<file path="src/rtl/wbq_pkg.sv">
// Shared widths and the queue entry layout for the write-back queue.
package wbq_pkg;

    localparam int REG_W     = 16;
    localparam int SEL_W     = 3;
    localparam int DEPTH_MAX = 8;
    localparam int CNT_W     = 4;

    typedef struct packed {
        logic [SEL_W-1:0] sel;
        logic [REG_W-1:0] data;
    } entry_t;

endpackage

</file>
<file path="src/rtl/wbq_fwd_match.sv">
// Priority matcher: finds the newest occupied entry whose register select
// equals rd_sel, scanning backwards from the write pointer.
module wbq_fwd_match
    import wbq_pkg::*;
#(
    parameter int DEPTH = 4,
    parameter int PTR_W = 2
) (
    input  entry_t             entries [DEPTH],
    input  logic [DEPTH-1:0]   valid,
    input  logic [PTR_W-1:0]   wr_ptr,
    input  logic [SEL_W-1:0]   rd_sel,
    output logic               hit,
    output logic [REG_W-1:0]   data
);

    always_comb begin
        logic [PTR_W-1:0] idx;
        idx  = '0;
        hit  = 1'b0;
        data = '0;
        // k = 1 is the most recently written slot; the first match wins.
        for (int k = 1; k <= DEPTH; k++) begin
            idx = wr_ptr - PTR_W'(k);
            if (!hit && valid[idx] && (entries[idx].sel == rd_sel)) begin
                hit  = 1'b1;
                data = entries[idx].data;
            end
        end
    end

endmodule

</file>
<file path="src/rtl/wb_queue.sv">
// Register-file write-back queue (circular FIFO) with optional read forwarding.
// Forwarding comparators are built only when WB_QUEUE_BYPASS_EN is defined.
module wb_queue
    import wbq_pkg::*;
#(
    parameter int DEPTH = 4
) (
    input  logic               clk,
    input  logic               rst,
    input  logic               in_valid,
    output logic               in_ready,
    input  logic [SEL_W-1:0]   in_regsel,
    input  logic [REG_W-1:0]   in_data,
    input  logic               drain_en,
    output logic               write,
    output logic [SEL_W-1:0]   writeregsel,
    output logic [REG_W-1:0]   writedata,
    output logic [CNT_W-1:0]   count,
    input  logic [SEL_W-1:0]   read1regsel,
    input  logic [SEL_W-1:0]   read2regsel,
    output logic               fwd1_hit,
    output logic               fwd2_hit,
    output logic [REG_W-1:0]   fwd1_data,
    output logic [REG_W-1:0]   fwd2_data,
    output logic               err
);

    localparam int PTR_W = $clog2(DEPTH);

    entry_t             mem_q [DEPTH];
    logic [PTR_W-1:0]   rd_ptr_q, rd_ptr_d;
    logic [PTR_W-1:0]   wr_ptr_q, wr_ptr_d;
    logic [CNT_W-1:0]   count_q, count_d;
    logic [SEL_W-1:0]   sel_prev_q, sel_prev_d;
    logic               stall_prev_q, stall_prev_d;
    logic               err_q, err_d;
    logic               push, pop, stall;

    assign in_ready = (count_q < CNT_W'(DEPTH)) && !rst;
    assign push     = in_valid && in_ready;
    assign pop      = (count_q != '0) && drain_en;
    assign stall    = in_valid && !in_ready;

    always_comb begin
        rd_ptr_d     = rd_ptr_q;
        wr_ptr_d     = wr_ptr_q;
        count_d      = count_q;
        if (push) wr_ptr_d = wr_ptr_q + PTR_W'(1);
        if (pop)  rd_ptr_d = rd_ptr_q + PTR_W'(1);
        case ({push, pop})
            2'b10:   count_d = count_q + CNT_W'(1);
            2'b01:   count_d = count_q - CNT_W'(1);
            default: count_d = count_q;
        endcase
        // Only a request that was already stalled last cycle may not change.
        sel_prev_d   = in_regsel;
        stall_prev_d = stall;
        err_d        = stall && stall_prev_q && (in_regsel != sel_prev_q);
    end

    always_ff @(posedge clk) begin
        if (rst) begin
            rd_ptr_q     <= '0;
            wr_ptr_q     <= '0;
            count_q      <= '0;
            sel_prev_q   <= '0;
            stall_prev_q <= 1'b0;
            err_q        <= 1'b0;
        end else begin
            rd_ptr_q     <= rd_ptr_d;
            wr_ptr_q     <= wr_ptr_d;
            count_q      <= count_d;
            sel_prev_q   <= sel_prev_d;
            stall_prev_q <= stall_prev_d;
            err_q        <= err_d;
        end
    end

    // Storage is never reset; occupancy is tracked by the pointers and count.
    always_ff @(posedge clk) begin
        if (push) mem_q[wr_ptr_q] <= '{sel: in_regsel, data: in_data};
    end

    assign write       = pop;
    assign writeregsel = mem_q[rd_ptr_q].sel;
    assign writedata   = mem_q[rd_ptr_q].data;
    assign count       = count_q;
    assign err         = err_q;

`ifdef WB_QUEUE_BYPASS_EN
    logic [DEPTH-1:0] occ;

    always_comb begin
        logic [PTR_W-1:0] ofs;
        ofs = '0;
        occ = '0;
        for (int i = 0; i < DEPTH; i++) begin
            ofs    = PTR_W'(i) - rd_ptr_q;
            occ[i] = CNT_W'(ofs) < count_q;
        end
    end

    wbq_fwd_match #(.DEPTH(DEPTH), .PTR_W(PTR_W)) u_fwd1 (
        .entries (mem_q),
        .valid   (occ),
        .wr_ptr  (wr_ptr_q),
        .rd_sel  (read1regsel),
        .hit     (fwd1_hit),
        .data    (fwd1_data)
    );

    wbq_fwd_match #(.DEPTH(DEPTH), .PTR_W(PTR_W)) u_fwd2 (
        .entries (mem_q),
        .valid   (occ),
        .wr_ptr  (wr_ptr_q),
        .rd_sel  (read2regsel),
        .hit     (fwd2_hit),
        .data    (fwd2_data)
    );
`else
    logic unused_rd_sel;
    assign unused_rd_sel = ^{read1regsel, read2regsel};
    assign fwd1_hit      = 1'b0;
    assign fwd2_hit      = 1'b0;
    assign fwd1_data     = 16'h0000;
    assign fwd2_data     = 16'h0000;
`endif

endmodule

</file>
<file path="config.mk">
export PLATFORM = sky130hd
export DESIGN_NAME = wb_queue
export DESIGN_NICKNAME = d
export VERILOG_FILES = /design/src/rtl/wbq_pkg.sv /design/src/rtl/wbq_fwd_match.sv /design/src/rtl/wb_queue.sv
export SDC_FILE = /design/constraint.sdc
export NUM_CORES = 1
export LEC_CHECK = 0
export ABC_AREA = 1
export CAP_MARGIN = 20
export CELL_PAD_IN_SITES_DETAIL_PLACEMENT = 0
export CELL_PAD_IN_SITES_GLOBAL_PLACEMENT = 1
export CORE_MARGIN = 10
export CORE_UTILIZATION = 37
export CTS_BUF_LIST = sky130_fd_sc_hd__clkbuf_2 sky130_fd_sc_hd__clkbuf_4 sky130_fd_sc_hd__clkbuf_8
export DETAILED_ROUTE_END_ITERATION = 8
export HOLD_SLACK_MARGIN = 0.08
export PLACE_DENSITY_LB_ADDON = 0.05
export SLEW_MARGIN = 10
export SYNTH_ARGS = -nofsm -noshare
export SYNTH_HDL_FRONTEND = slang
export SYNTH_SLANG_ARGS = --single-unit
</file>
<file path="constraint.sdc">
create_clock -name clk -period 2.3 [get_ports clk]
set_input_delay 0.69 -clock clk [delete_from_list [all_inputs] [get_ports clk]]
set_output_delay 0.69 -clock clk [all_outputs]
set_load 0.01 [all_outputs]
</file>
Word-level counts from Yosys, hierarchy flattened --
Memory sizes are Yosys's and may differ from the RTL's. A register that Yosys moved wholly into a read port is not among the register bits. Index checks and enable logic that the tools add are counted.
Storage, ports and cells: register bits 13, bits in latches 0, bits in writable memories 76, ROM bits 0, input bits 29, output and inout bits 60, word-level logic and storage cells 30, memories kept 1
Memories:
- mem_q | words 4, bits a word 19, read ports 1, clocked after Yosys merged registers in 1, wr ports 1, RTL line wb_queue.sv:30 | entry_t mem_q [DEPTH];
Cells by class: add/subtract/negate cells 4, multipliers 0, divide/modulo/power cells 0, order comparisons 1, equality and inequality tests 3, shift-type cells 0, multiplexer cells 5, bitwise gates (word level) 0, reduce and logical (&&, ||, !) cells 10
Operators with widths (number):
- $pmux 4 s2 | 1
- $logic_and 1x1->1 | 6
- $add 2x1->2 const B | 2
- $add 4x1->4 const B | 1
- $lt 4x3->1 const B | 1
- $mux 2 | 2
- $reduce_bool 4->1 | 1
- $sub 4x1->4 const B | 1
- $ne 3x3->1 | 1
- $eq 2x1->1 const B | 1
- $eq 2x2->1 const B | 1
- $logic_not 1->1 | 2
- $mux 1 | 2
- $reduce_bool 2->1 | 1

Longest topological paths before layout --
Gate-level depths: netlist of the first run.
word-level depth 6, gate-level depth with buffers 12, mapped depth without buffers 12

Worst setup path before layout of the first run --
OpenSTA, ideal clock, no wires.
kind input port to flip-flop, from input port rst, to memory mem_q[0][0] (netlist name), enable pin, library setup time 0.395 ns, data arrival time 1.945 ns, required time 1.905 ns, path slack -0.040 ns, stages on the path 3, cells stage by stage nor3_2 -> nand2_2 -> nor2_1
On the way: cells in the longest elaborated chain, start to end 5
Ends and longest elaborated chain:
- start: declaration | RTL line wb_queue.sv:9 | input logic rst,
- $logic_not 1->1 | RTL line wb_queue.sv:39 | assign in_ready = (count_q < CNT_W'(DEPTH)) && !rst;
- $logic_and 1x1->1 | RTL line wb_queue.sv:39
- $logic_and 1x1->1 | RTL line wb_queue.sv:40 | assign push = in_valid && in_ready;
- $mux 1 | RTL line wb_queue.sv:81 | if (push) mem_q[wr_ptr_q] <= '{sel: in_regsel, data: in_data};
- $mux 1 (not written as such) | RTL line wb_queue.sv:81
- end: declaration | RTL line wb_queue.sv:30
No other way between the ends.

Worst setup path in the final report of the first run --
from input port rst, to output port in_ready
On the way: cells in the longest elaborated chain, start to end 2
Ends and longest elaborated chain:
- $logic_not 1->1 | RTL line wb_queue.sv:39
- $logic_and 1x1->1 | RTL line wb_queue.sv:39
- end: declaration | RTL line wb_queue.sv:11 | output logic in_ready,
No other way between the ends.

==> results of run 1 <==
-- Yosys cell counts (all sizes together) --
cell type / count
a21oi: 8
a31oi: 1
buf: 42
clkbuf: 3
conb: 1
dfxtp: 15
edfxtp: 76
ha: 7
inv: 25
nand2: 11
nand3: 5
nor2: 52
nor3: 1
o21ai: 46
o22ai: 19
xnor2: 5
-- stage by stage --
| step | setup WS (ns) | util, % |
|---|---|---|
| 6_report | 0.06791 | 47.70 |
| 5_1_grt | -0.003391 | 47.70 |
| 3_5_place_dp | -0.3078 | 45.76 |
| 4_1_cts | 0.005402 | 47.88 |
| 3_3_place_gp | -0.3084 | 45.76 |
| 2_1_floorplan | -0.03968 | - |
-- sequential cells by signal (all words and copies together) (netlist names), named ones only --
| register | cells |
|---|---|
| mem_q | 76 |
| count | 4 |
| sel_prev_q | 3 |
| rd_ptr_q | 2 |
| wr_ptr_q | 2 |
| err | 1 |
| stall_prev_q | 1 |
-- where the power goes --
group	switching, uW	internal, uW
logic	825	657
registers	94.0	1930
clock network	574	621
-- path summary, 6_finish.rpt --
check	startpoint	endpoint	slack, ns	depth (start not counted)
setup / recovery	rst	in_ready	0.07	3
setup reg to reg	count[2]$_SDFFE_PP0P_	count[2]$_SDFFE_PP0P_	0.31	12
hold / removal	stall_prev_q$_SDFF_PP0_	err$_SDFF_PP0_	0.45	2
hold reg to reg	stall_prev_q$_SDFF_PP0_	err$_SDFF_PP0_	0.45	2
-- layer usage --
layer | track usage, % | vias to the layer above | wire length [um]
li1 | - | 1185 | -
met1 | 13.27 | 1094 | 3435
met2 | 17.12 | 54 | 3787
met3 | 3.676 | 10 | 480
met4 | 4.024 | 0 | 106
met5 | 0 | - | 0
-- critical path, stage by stage --
cell and delay, ns:
clkdlybuf4s50_1 0.43, nor3_2 0.13, dlygate4sd2_1 0.30
-- final cells by class --
cell class | count | area (um2)
clock inverters | 7 | 100.1
well taps | 133 | 166.4
multi-input cells | 189 | 969.7
repair buffers | 74 | 683.2
clock buffers | 9 | 123.9
flip-flops and latches | 91 | 2587
inverters | 25 | 96.34
fillers | 962 | 5182
-- repair_timing --
action,in CTS,in global routing
gates resized for setup,29,30
setup endpoints to repair,21,16
pin swaps,0,1
-- cell families (layout without fill, tap and decap cells) --
logic type      Yosys count  count (layout)
flops                    91              91
compound gates           74              74
buf+inv                  70             115
simple gates             69              69
fa+ha+maj                 7               7
xor+xnor                  5               5
other cells               1              34
==> impl_metrics.env, run 1 <==
export IMPL_power_uw=4697
export IMPL_grt_max_degree=25
export IMPL_drc=0
export IMPL_die_x_um=121.4
export IMPL_routabilityCongestion=0.7104
export IMPL_synth_cells=317
export IMPL_synth_fa_ha_area_share_pct=2.303
export IMPL_drive_above_1_share_pct=16.96
export IMPL_vias_per_cell=4.438
export IMPL_ys_seq_elements=91
export IMPL_synth_warnings=0
export IMPL_synth_top_area_cell="edfxtp_1"
export IMPL_ys_seq_area_share_pct=67.92
export IMPL_crit_path_end_kind="output pin"
export IMPL_fp_row_count=36
export IMPL_cts_hold_buffers=0
export IMPL_root_buffer="clkbuf_8"
export IMPL_grt_pass1_wl_mm=12.25
export IMPL_crit_fanout=2
export IMPL_skew_ns=0.007761
export IMPL_peakVddDrop_uv=376.2
export IMPL_drt_first_iter_violations=92
export IMPL_setup_violations=0
export IMPL_syn_to_final_growth_pct=24.32
export IMPL_grt_usage_pct=10.79
export IMPL_synth_top_family_by_area="compound AO/OA/AOI/OAI gates"
export IMPL_grt_ovfl_total=0
export IMPL_synth_simple_area_share_pct=7.206
export IMPL_wl_per_cell_um=14.79
export IMPL_ant_nets=0
export IMPL_slew_violations=0
export IMPL_antenna_cells=0
export IMPL_insertion_delay_ns=0.36
export IMPL_antenna_found_initial=0
export IMPL_cts_tree="built"
export IMPL_required_ns=1.61
export IMPL_cts_setup_buffers=0
export IMPL_leakage_uw=0.001791
export IMPL_wl_mm=7.808
export IMPL_avgSynthCellArea_um2=11.99
export IMPL_tns_ns=0
export IMPL_placed_area_um2=4534
export IMPL_dr_pass1_iters=4
export IMPL_final_common_cell="edfxtp_1"
export IMPL_initial_core_util_pct=38.37
export IMPL_fin_cells=528
export IMPL_dr_total_vias=2343
export IMPL_most_common_layout_cells="edfxtp_1, nor2_1, o21ai_0, conb_1, clkdlybuf4s50_1"
export IMPL_coreArea_um2=9910
export IMPL_synth_cell_types=20
export IMPL_status="complete, no violations"
export IMPL_fmax_ghz=0.4480
export IMPL_synthTopCellsByArea="edfxtp_1, dfxtp_1, buf_4"
export IMPL_die_y_um=121.4
export IMPL_die_area_um2=14730
export IMPL_fin_area_um2=4727
export IMPL_clockBufferDepth=2
export IMPL_syn_area_um2=3802
export IMPL_timing_final_crit_period_ns=2.232
export IMPL_io_pins=89
export IMPL_cts_buffers=9
export IMPL_nNetsFinal=426
export IMPL_port_buffers=48
export IMPL_synth_xor_area_share_pct=1.152
export IMPL_hold_viol=0
export IMPL_htreeDepth=3
export IMPL_fin_crit_sh_pct=97.05
export IMPL_hp_class="flop to flop"
export IMPL_muxShareOfSynthArea_pct=0
export IMPL_synth_top_area_share_pct=60.02
export IMPL_p_per_area_nw_per_um2=993.7
export IMPL_start_kind="input port"
export IMPL_cts_clk_slew_worst_paths_ns=0.09
export IMPL_cap_violations=0
export IMPL_path_class="input port to output pin"
export IMPL_first_global_vias=2320
export IMPL_clkSinkCount=91
export IMPL_place_inst=512
export IMPL_hpwl_mm=5.561
export IMPL_synth_compound_area_share_pct=10.79
export IMPL_holdWs_ns=0.4477
export IMPL_cp_arrival_ns=1.54
(Power assumes the default switching activity.)
==> inputs of run 2 (changes only) <==
--- a/config.mk
+++ b/config.mk
@@ -9,12 +9,13 @@
 export CAP_MARGIN = 20
 export CELL_PAD_IN_SITES_DETAIL_PLACEMENT = 0
 export CELL_PAD_IN_SITES_GLOBAL_PLACEMENT = 1
-export CORE_MARGIN = 10
+export CORE_MARGIN = 4
 export CORE_UTILIZATION = 37
 export CTS_BUF_LIST = sky130_fd_sc_hd__clkbuf_2 sky130_fd_sc_hd__clkbuf_4 sky130_fd_sc_hd__clkbuf_8
 export DETAILED_ROUTE_END_ITERATION = 8
 export HOLD_SLACK_MARGIN = 0.08
 export PLACE_DENSITY_LB_ADDON = 0.05
+export REMOVE_ABC_BUFFERS = 1
 export SLEW_MARGIN = 10
 export SYNTH_ARGS = -nofsm -noshare
 export SYNTH_HDL_FRONTEND = slang
==> run 2 against run 1 <==
Net effect: clock skew increased by 0.0026 ns; worst setup slack got worse by 0.031 ns; flip-flop and latch count is the same; register-to-register slack got worse by 0.02 ns; sequential power barely moved; critical endpoint unchanged; highest routed layer unchanged.
==> impl_metrics.env, run 2 (synthesis results as in run 1) <==
export IMPL_status="complete, no violations"
export IMPL_cp_num_buf_inv=2
export IMPL_routabilityCongestion=0.7038
export IMPL_hold_viol=0
export IMPL_critPathTopFamily="buffers and inverters"
export IMPL_most_common_layout_cells="edfxtp_1, nor2_1, o21ai_0, conb_1, clkdlybuf4s50_1"
export IMPL_multi_input_area_um2=957.2
export IMPL_final_common_cell="edfxtp_1"
export IMPL_tns_ns=0
export IMPL_drive_above_1_share_pct=14.68
export IMPL_hp_start="stall_prev_q$_SDFF_PP0_"
export IMPL_antenna_cells=0
export IMPL_slew_violations=0
export IMPL_htreeDepth=3
export IMPL_clockBufferDepth=2
export IMPL_nFillCells=956
export IMPL_initial_core_util_pct=38.37
export IMPL_grt_ovfl_total=0
export IMPL_seq_area_um2=2587
export IMPL_place_inst=512
export IMPL_first_global_vias=2221
export IMPL_cap_violations=0
export IMPL_antenna_found_initial=0
export IMPL_peakVddDrop_uv=414.2
export IMPL_insertion_delay_ns=0.35
export IMPL_die_x_um=109.4
export IMPL_hpwl_mm=5.007
export IMPL_fp_row_count=36
export IMPL_rsz0062_at_grt="true"
export IMPL_p_seq_share_pct=44.0
export IMPL_fmax_ghz=0.4418
export IMPL_p_comb_share_pct=31.8
export IMPL_vias_per_cell=4.460
export IMPL_pre_cts_ws_ns=-0.2851
export IMPL_largest_reg_flops=76
export IMPL_utilization_pct=47.56
export IMPL_fin_area_um2=4713
export IMPL_syn_to_final_growth_pct=23.96
export IMPL_drt_first_iter_violations=55
export IMPL_p_clk_share_pct=24.2
export IMPL_cts_clk_slew_worst_paths_ns=0.09
export IMPL_wl_per_cell_um=13.86
export IMPL_nNetsFinal=426
export IMPL_grt_max_degree=25
export IMPL_grt_usage_pct=12.71
export IMPL_largest_register="mem_q"
export IMPL_timing_rr_start="count[3]$_SDFFE_PP0P_"
export IMPL_grt_pass1_wl_mm=11.37
export IMPL_p_sw_share_pct=32.30
export IMPL_fin_crit_sh_pct=98.41
export IMPL_cp_arrival_ns=1.57
export IMPL_root_buffer="clkbuf_8"
export IMPL_setup_ws_ns=0.03649
export IMPL_leakage_uw=0.001784
export IMPL_required_ns=1.61
export IMPL_timing_final_crit_period_ns=2.264
export IMPL_cts_tree="built"
export IMPL_cts_hold_buffers=0
export IMPL_dr_pass1_iters=4
export IMPL_wl_mm=7.316
export IMPL_cts_buffers=9
export IMPL_hp_class="flop to flop"
export IMPL_skew_ns=0.01039
export IMPL_fin_cells=528
export IMPL_ant_nets=0
export IMPL_die_area_um2=11960
export IMPL_clkSinkCount=91
export IMPL_startpoint="rst"
export IMPL_crit_slowest_cell="clkdlybuf4s50_1"
export IMPL_start_kind="input port"
export IMPL_io_pins=89
export IMPL_port_buffers=48
export IMPL_intPower_uw=3097
export IMPL_p_per_area_nw_per_um2=970.5
export IMPL_crit_fanout=2
export IMPL_dr_total_vias=2355
export IMPL_path_cells="clkdlybuf4s50_1 -> nor3_2 -> dlygate4sd2_1"
export IMPL_power_switching_uw=1478
export IMPL_drc=0
export IMPL_critical_path_max_stage_delay_ns=0.45
export IMPL_crit_path_end_kind="output pin"
export IMPL_coreArea_um2=9910
export IMPL_path_class="input port to output pin"
export IMPL_placed_area_um2=4522
export IMPL_die_y_um=109.4
export IMPL_setup_violations=0
run 2: worst reg2reg max path: stages (launching register included):
cell and delay, ns:
dfxtp_1 0.39, nor2_1 0.29, a31oi_4 0.13, buf_4 0.17, ha_1 0.22, nand2_1 0.07, inv_1 0.04, nor2_1 0.12
ha_1 0.18, a21oi_2 0.04, xnor2_1 0.13, o21ai_1 0.11, inv_1 0.04
run 2: final timing paths:
check	slack, ns	cells past startpoint	endpoint
setup / recovery	0.04	3	in_ready
hold / removal	0.44	2	err$_SDFF_PP0_
setup reg to reg	0.29	12	count[2]$_SDFFE_PP0P_
hold reg to reg	0.44	2	err$_SDFF_PP0_
run 2: cell type report:
cell class / count / share of cell area [%]
sequential: 91 / 54.90
multi-input combinational: 189 / 20.31
timing repair buffer: 74 / 14.89
tap: 133 / 3.531
clock buffer: 9 / 2.628
inverter: 25 / 1.991
clock inverter: 7 / 1.752
run 2: metal layers:
metal | wire length, um | up-vias | global-route usage (%)
li1 | - | 1186 | -
met1 | 3398 | 1114 | 16.88
met2 | 3531 | 47 | 20.31
met3 | 301 | 8 | 3.641
met4 | 85 | 0 | 3.740
met5 | 0 | - | 0
run 2: power groups by stage:
stage               combinational (uW)  clock (uW)  sequential (uW)
finish                            1450        1110             2010
global route                      1630        1230             2040
CTS                               1480        1160             2010
detailed placement                1590           0             2050
global placement                  1590           0             2040
floorplan                          719           0             2080
run 2: stage by stage:
stage | total power [uW] | hold WS (ns)
global route | 4889 | 0.5002
finish | 4574 | 0.4434
global placement | 3630 | 0.4256
detailed placement | 3635 | 0.4339
CTS | 4649 | 0.4477
floorplan | 2803 | 0.4179
run 2: repair_timing:
item / in CTS / in global routing
gates resized for setup: 25 / 10
buffers inserted: 0 / 0
pin swaps: 0 / 0
setup endpoints to repair: 21 / 13
